==> config.mk <==
export PLATFORM = sky130hd
export DESIGN_NAME = ssd_scan_controller
export DESIGN_NICKNAME = d
export VERILOG_FILES = /design/src/rtl/ssd_pkg.sv /design/src/rtl/ssd_hex_decoder.sv /design/src/rtl/ssd_scan_controller.sv
export SDC_FILE = /design/constraint.sdc
export NUM_CORES = 1
export LEC_CHECK = 0
export BUFFER_PORTS_ARGS = -buffer_cell sky130_fd_sc_hd__buf_2
export CAP_MARGIN = 20
export CORE_AREA = 2 2 101 103
export CTS_CLUSTER_SIZE = 8
export DETAILED_ROUTE_END_ITERATION = 12
export DIE_AREA = 0 0 103 105
export GPL_ROUTABILITY_DRIVEN = 0
export PLACE_DENSITY = 0.75
export SYNTH_ARGS = -nofsm -noshare
export SYNTH_HDL_FRONTEND = slang
export SYNTH_HIERARCHICAL = 1
export SYNTH_SLANG_ARGS = --single-unit
==> constraint.sdc <==
create_clock -name ClkPort -period 5.3 [get_ports ClkPort]
set_input_delay 0.795 -clock ClkPort [delete_from_list [all_inputs] [get_ports ClkPort]]
set_output_delay 0.795 -clock ClkPort [all_outputs]
set_load 0.01 [all_outputs]
==> src/rtl/ssd_pkg.sv <==
// Shared types and constants for the Nexys4 eight-digit seven-segment scan controller.
package ssd_pkg;

  localparam int unsigned NUM_DIGITS = 8;
  localparam int unsigned IDX_W      = 3;
  localparam int unsigned NIB_W      = 4;
  localparam int unsigned SEG_W      = 7;
  localparam int unsigned DIG_W      = NUM_DIGITS * NIB_W;

  localparam logic [7:0] SEG_OFF = 8'hFF;
  localparam logic [7:0] AN_OFF  = 8'hFF;

  typedef enum logic {
    BLANK = 1'b0,
    DRIVE = 1'b1
  } scan_state_t;

  // Frame contents latched from the game logic; only ever updated whole.
  typedef struct packed {
    logic [DIG_W-1:0]      digits;
    logic [NUM_DIGITS-1:0] en;
    logic [NUM_DIGITS-1:0] dp;
    logic                  lzb;
  } disp_cfg_t;

  // Hex-to-segment table, {a,b,c,d,e,f,g}, active-low.
  function automatic logic [SEG_W-1:0] hex_to_seg(input logic [NIB_W-1:0] nib);
    logic [SEG_W-1:0] seg;
    seg = 7'b1111111;
    case (nib)
      4'h0: seg = 7'b0000001;
      4'h1: seg = 7'b1001111;
      4'h2: seg = 7'b0010010;
      4'h3: seg = 7'b0000110;
      4'h4: seg = 7'b1001100;
      4'h5: seg = 7'b0100100;
      4'h6: seg = 7'b0100000;
      4'h7: seg = 7'b0001111;
      4'h8: seg = 7'b0000000;
      4'h9: seg = 7'b0000100;
      4'hA: seg = 7'b0001000;
      4'hB: seg = 7'b1100000;
      4'hC: seg = 7'b0110001;
      4'hD: seg = 7'b1000010;
      4'hE: seg = 7'b0110000;
      4'hF: seg = 7'b0111000;
      default: seg = 7'b1111111;
    endcase
    return seg;
  endfunction

endpackage

==> src/rtl/ssd_hex_decoder.sv <==
// Combinational nibble-to-cathode decoder; i_dp=1 lights the decimal point.
module ssd_hex_decoder
  import ssd_pkg::*;
(
  input  logic [NIB_W-1:0] i_nibble,
  input  logic             i_dp,
  output logic [7:0]       o_cath_c
);

  assign o_cath_c = {hex_to_seg(i_nibble), ~i_dp};

endmodule

==> src/rtl/ssd_scan_controller.sv <==
// Time-multiplexed scan of the Nexys4 seven-segment display with blanking gaps,
// leading-zero blanking and a frame-aligned shadow-load handshake.
module ssd_scan_controller
  import ssd_pkg::*;
#(
  parameter int unsigned SCAN_DIV     = 262144,
  parameter int unsigned BLANK_CYCLES = 4096,
  parameter int unsigned CNT_W        = 18
) (
  input  logic                  ClkPort,
  input  logic                  Reset,
  input  logic [DIG_W-1:0]      digits,
  input  logic [NUM_DIGITS-1:0] digit_en,
  input  logic [NUM_DIGITS-1:0] dp_mask,
  input  logic                  lzb_en,
  input  logic                  load_req,
  output logic                  load_done,
  output logic [7:0]            An,
  output logic [7:0]            Cathodes,
  output logic [IDX_W-1:0]      cur_digit
);

  localparam logic [CNT_W-1:0] SLOT_LAST  = CNT_W'(SCAN_DIV - 1);
  localparam logic [CNT_W-1:0] BLANK_LAST = CNT_W'(BLANK_CYCLES - 1);

  scan_state_t           r_state, w_state_nxt;
  logic [CNT_W-1:0]      r_cnt, w_cnt_nxt;
  logic [IDX_W-1:0]      r_cur, w_cur_nxt;
  logic                  r_pend, w_pend_nxt;
  disp_cfg_t             r_sh, w_sh_nxt;
  logic                  r_load_done, w_load_done_nxt;
  logic [7:0]            r_an, w_an_nxt;
  logic [7:0]            r_cath, w_cath_nxt;

  logic                  w_idle;
  logic                  w_slot_end;
  logic                  w_boundary;
  logic                  w_req;
  logic                  w_apply;
  logic [IDX_W-1:0]      w_next_idx;
  logic [IDX_W-1:0]      w_first_idx;
  logic                  w_lz_blank;
  logic [NIB_W-1:0]      w_cur_nib;
  logic [7:0]            w_dec_cath;

  assign w_idle     = (r_sh.en == '0);
  assign w_slot_end = (r_cnt == SLOT_LAST);
  assign w_cur_nib  = r_sh.digits[{r_cur, 2'b00} +: NIB_W];

  ssd_hex_decoder u_dec (
    .i_nibble (w_cur_nib),
    .i_dp     (r_sh.dp[r_cur]),
    .o_cath_c (w_dec_cath)
  );

  // Rotating search for the next enabled digit above r_cur; k=8 lands on r_cur itself.
  always_comb begin
    w_next_idx = r_cur;
    for (int k = int'(NUM_DIGITS); k >= 1; k--) begin
      if (r_sh.en[r_cur + IDX_W'(k)]) begin
        w_next_idx = r_cur + IDX_W'(k);
      end
    end
  end

  // Lowest enabled digit of the incoming enable mask, used when a load lands.
  always_comb begin
    w_first_idx = '0;
    for (int i = int'(NUM_DIGITS) - 1; i >= 0; i--) begin
      if (digit_en[i]) begin
        w_first_idx = IDX_W'(i);
      end
    end
  end

  // Current digit is a leading zero if nothing enabled at or above it is non-zero.
  always_comb begin
    w_lz_blank = r_sh.lzb && (r_cur != '0);
    for (int j = 0; j < int'(NUM_DIGITS); j++) begin
      if ((IDX_W'(j) >= r_cur) && r_sh.en[j] &&
          (r_sh.digits[j*int'(NIB_W) +: NIB_W] != '0)) begin
        w_lz_blank = 1'b0;
      end
    end
  end

  assign w_boundary = w_slot_end && !w_idle && (w_next_idx <= r_cur);
  assign w_req      = r_pend | load_req;
  assign w_apply    = w_req && (w_idle || w_boundary);

  // Next-state and registered-output logic.
  always_comb begin
    w_state_nxt     = r_state;
    w_cnt_nxt       = r_cnt;
    w_cur_nxt       = r_cur;
    w_pend_nxt      = r_pend;
    w_sh_nxt        = r_sh;
    w_load_done_nxt = 1'b0;
    w_an_nxt        = AN_OFF;
    w_cath_nxt      = r_cath;

    if ((r_state == DRIVE) && !w_idle) begin
      w_cath_nxt = w_dec_cath;
      if (!w_lz_blank) begin
        w_an_nxt = ~(NUM_DIGITS'(1) << r_cur);
      end
    end

    if (w_apply) begin
      w_sh_nxt        = '{digits: digits, en: digit_en, dp: dp_mask, lzb: lzb_en};
      w_cur_nxt       = w_first_idx;
      w_cnt_nxt       = '0;
      w_state_nxt     = BLANK;
      w_pend_nxt      = 1'b0;
      w_load_done_nxt = 1'b1;
    end else begin
      w_pend_nxt = w_req;
      if (w_idle) begin
        w_cnt_nxt   = '0;
        w_state_nxt = BLANK;
      end else if (w_slot_end) begin
        w_cnt_nxt   = '0;
        w_cur_nxt   = w_next_idx;
        w_state_nxt = BLANK;
      end else begin
        w_cnt_nxt   = r_cnt + CNT_W'(1);
        w_state_nxt = (r_cnt >= BLANK_LAST) ? DRIVE : BLANK;
      end
    end
  end

  always_ff @(posedge ClkPort) begin
    if (Reset) begin
      r_state     <= BLANK;
      r_cnt       <= '0;
      r_cur       <= '0;
      r_pend      <= 1'b0;
      r_sh        <= '0;
      r_load_done <= 1'b0;
      r_an        <= AN_OFF;
      r_cath      <= SEG_OFF;
    end else begin
      r_state     <= w_state_nxt;
      r_cnt       <= w_cnt_nxt;
      r_cur       <= w_cur_nxt;
      r_pend      <= w_pend_nxt;
      r_sh        <= w_sh_nxt;
      r_load_done <= w_load_done_nxt;
      r_an        <= w_an_nxt;
      r_cath      <= w_cath_nxt;
    end
  end

  assign load_done = r_load_done;
  assign An        = r_an;
  assign Cathodes  = r_cath;
  assign cur_digit = r_cur;

endmodule

==> results.py <==
metrics = {
    "synthesis": {
        "syn-num-nets": 684,
        "synthAdderAreaFrac_pct": 5.54,
        "synthXorXnorAreaFrac_pct": 3.03,
        "ys_types": 65,
        "synth_compound_area_share_pct": 13.9,
        "muxShareOfSynthArea_pct": 14.9,
        "synth_ff_type": "dfxtp_1",
        "synth_edf_count": 0,
        "async_reset_ff_share_pct": 0,
        "yosysWarnings": 6,
        "synth_top_family_by_area": "simple AND/OR/NAND/NOR gates",
        "synth-simple-area-share_pct": 22.8,
        "syn_inst": 609,
        "synth_area_um2": 5200,
        "ys_ff_latch": 89,
        "syn_area_per_cell_um2": 8.53,
        "synth-seq-area-share_pct": 34.3,
    },
    "layout": {
        "multiInputGateArea_um2": 3130,
        "nNetsFinal": 733,
        "diodes": 0,
        "fill_cells": 872,
        "final_common_cell": "nand2_1",
        "drive_gt1_share_pct": 19.8,
        "utilization_pct": 59.7,
        "final_area_um2": 5750,
        "final_cell_mix": "nand2_1 (148), dfxtp_1 (89), buf_2 (72), a21oi_1 (66), nor2_1 (38)",
        "seq_area_um2": 1780,
        "area_growth_pct": 10.6,
    },
    "timing": {
        "fin_setup_tns_ns": 0,
        "slew_headroom_pct": 52.2,
        "worst_slew_pin_slew_ns": 0.713,
        "rsz0062_at_grt": "no",
        "final-setup-viol-count": 0,
        "fin_crit_ns": 4.73,
        "slew_violations": 0,
        "fin_skew_ns": 0.0146,
        "post-route-period-util_pct": 89.2,
        "hold_viol_final": 0,
        "final.setup.worst_slack_ns": 0.570,
        "fmax_mhz": 211,
    },
    "floorplan": {
        "die-area_um2": 10800,
        "io-pin-count": 72,
        "die_x_um": 103,
        "core_um2": 9640,
        "fp-row-count": 36,
        "die_h_um": 105,
        "initial_core_util_pct": 53.9,
    },
    "detailed_routing": {
        "drt-vias-per-instance": 5.85,
        "drcViolationCount": 0,
        "met2_length_um": 5720,
        "met3_length_um": 888,
        "wirelength_um": 12600,
        "ant_nets": 0,
        "dr_total_vias": 4653,
        "met1_length_um": 5670,
        "drt_iter0_markers": 425,
        "post_drt_wl_per_cell_um": 15.8,
        "top_layer_used": "met4",
        "drt_pass1_iterations": 5,
    },
    "worst_setup_path": {
        "end_kind": "register",
        "critPathMaxFanout": 51,
        "cp.arrival_ns": 4.98,
        "critPathLaunchType": "register",
        "critical_path_class": "register to register",
        "crit_required_ns": 5.55,
    },
    "clock_network": {
        "cts_hold_buf": 0,
        "cts_max_path_buffers": 2,
        "clkSinkCount": 89,
        "post-cts-setup-buffer-count": 0,
        "clock_latency_ns": 0.36,
        "root_buffer": "clkbuf_8",
        "cts_made_buffers": 9,
        "cts.clk_slew.worst_paths_ns": 0.10,
        "htreeDepth": 3,
        "cts_resized": 0,
        "cts_tree": "built",
    },
    "flow_run": {
        "maxCapViolations": 0,
    },
    "status": {
        "outcome": "finished, final reports clean",
    },
    "global_route": {
        "grt_max_degree": 70,
        "grt_pass1_vias": 4412,
        "grt_pass1_wl_um": 20800,
        "antenna_found_initial": 0,
        "grt_usage_pct": 24.1,
        "grt_remaining_overflow": 0,
    },
    "place": {
        "port_buffers": 71,
        "dp_hpwl_um": 8980,
        "dpl-instance-area_um2": 5570,
        "post-place-ws_ns": 0.608,
    },
    "power_and_ir_drop": {
        "p_leak_nw": 2.28,
        "p_per_area_nw_per_um2": 663,
        "ir_worst_vdd_uv": 322,
        "p_total_mw": 3.81,
    },
    "worst_hold_path": {
        "hold_class": "register to register",
    },
}
cells in the mapped netlist, types with 6 or more instances:
cell type	instances	area [um2]
mux4_1	7	184
nand3b_1	9	67.6
mux2i_1	8	80.1
nand2_1	148	556
mux4_2	21	473
a21oi_1	66	330
dfxtp_1	89	1780
xor2_1	8	70.1
nor2_1	39	146
clkbuf_1	23	86.3
o21ai_0	6	30.0
nor3_1	7	35.0
nand3_1	23	115
ha_1	23	288
buf_2	10	50.1
xnor2_1	10	87.6
inv_1	18	67.6
area by class of cell:
type / count / share of cell area, %
Sequential cell: 89 / 31.0
Inverter: 19 / 1.24
Clock buffer: 11 / 2.28
Multi-Input combinational cell: 458 / 54.5
Tap cell: 133 / 2.89
Timing Repair Buffer: 81 / 7.44
Clock inverter: 5 / 0.696
path summary, 6_finish.rpt:
path                                   start      endpoint  slack, ns  cells past startpoint
worst min register to register       r_sh[5]       r_sh[5]       0.46                      2
worst min-delay path                 r_sh[5]       r_sh[5]       0.46                      2
worst max-delay path            cur_digit[1]  cur_digit[0]       0.57                     15
worst max register to register  cur_digit[1]  cur_digit[0]       0.57                     15
cell families (layout without fill, tap and decap cells):
kind of cell	Yosys count	after routing
flops	89	89
compound gates	116	116
xor+xnor	18	18
simple gates	262	262
fa+ha+maj	23	23
mux	39	39
buf+inv	62	116
registers in the layout, indices dropped and copies added (netlist names):
register   count
r_sh          49
r_state        1
An             8
Cathodes       8
r_pend         1
load_done      1
r_cnt         18
cur_digit      3
critical path, stage by stage (launching register included):
cell and delay [ns]:
dfxtp_1 0.36, inv_1 0.16, ha_1 0.67, mux4_2 0.63, mux2i_1 0.20, o21ai_0 0.13, o211a_1 0.16, nor4_1 0.25
a21oi_1 0.08, ha_1 0.32, a211oi_1 0.29, o2111a_2 0.34, or2_2 0.17, buf_4 0.43, nor4b_1 0.10, or3_1 0.33
per-layer routing:
| layer | GRT usage (%) | vias to the layer above |
|---|---|---|
| met5 | 0 | - |
| li1 | - | 2235 |
| met2 | 35.2 | 207 |
| met4 | 9.30 | 0 |
| met3 | 4.82 | 34 |
| met1 | 34.8 | 2177 |
report_power, final:
group	total (mW)	internal, mW	switching [mW]
logic	2.25	0.895	1.35
registers	1.15	0.893	0.253
clock network	0.420	0.173	0.246
total	3.81	1.96	1.85
stage by stage:
stage / cells / hold WS [ns]
3_5_place_dp: 779 / 0.445
2_1_floorplan: 609 / 0.429
3_3_place_gp: 779 / 0.438
5_1_grt: 796 / 0.483
6_report: 796 / 0.455
4_1_cts: 795 / 0.458
Note: power is estimated with default switching activity, not from simulation.
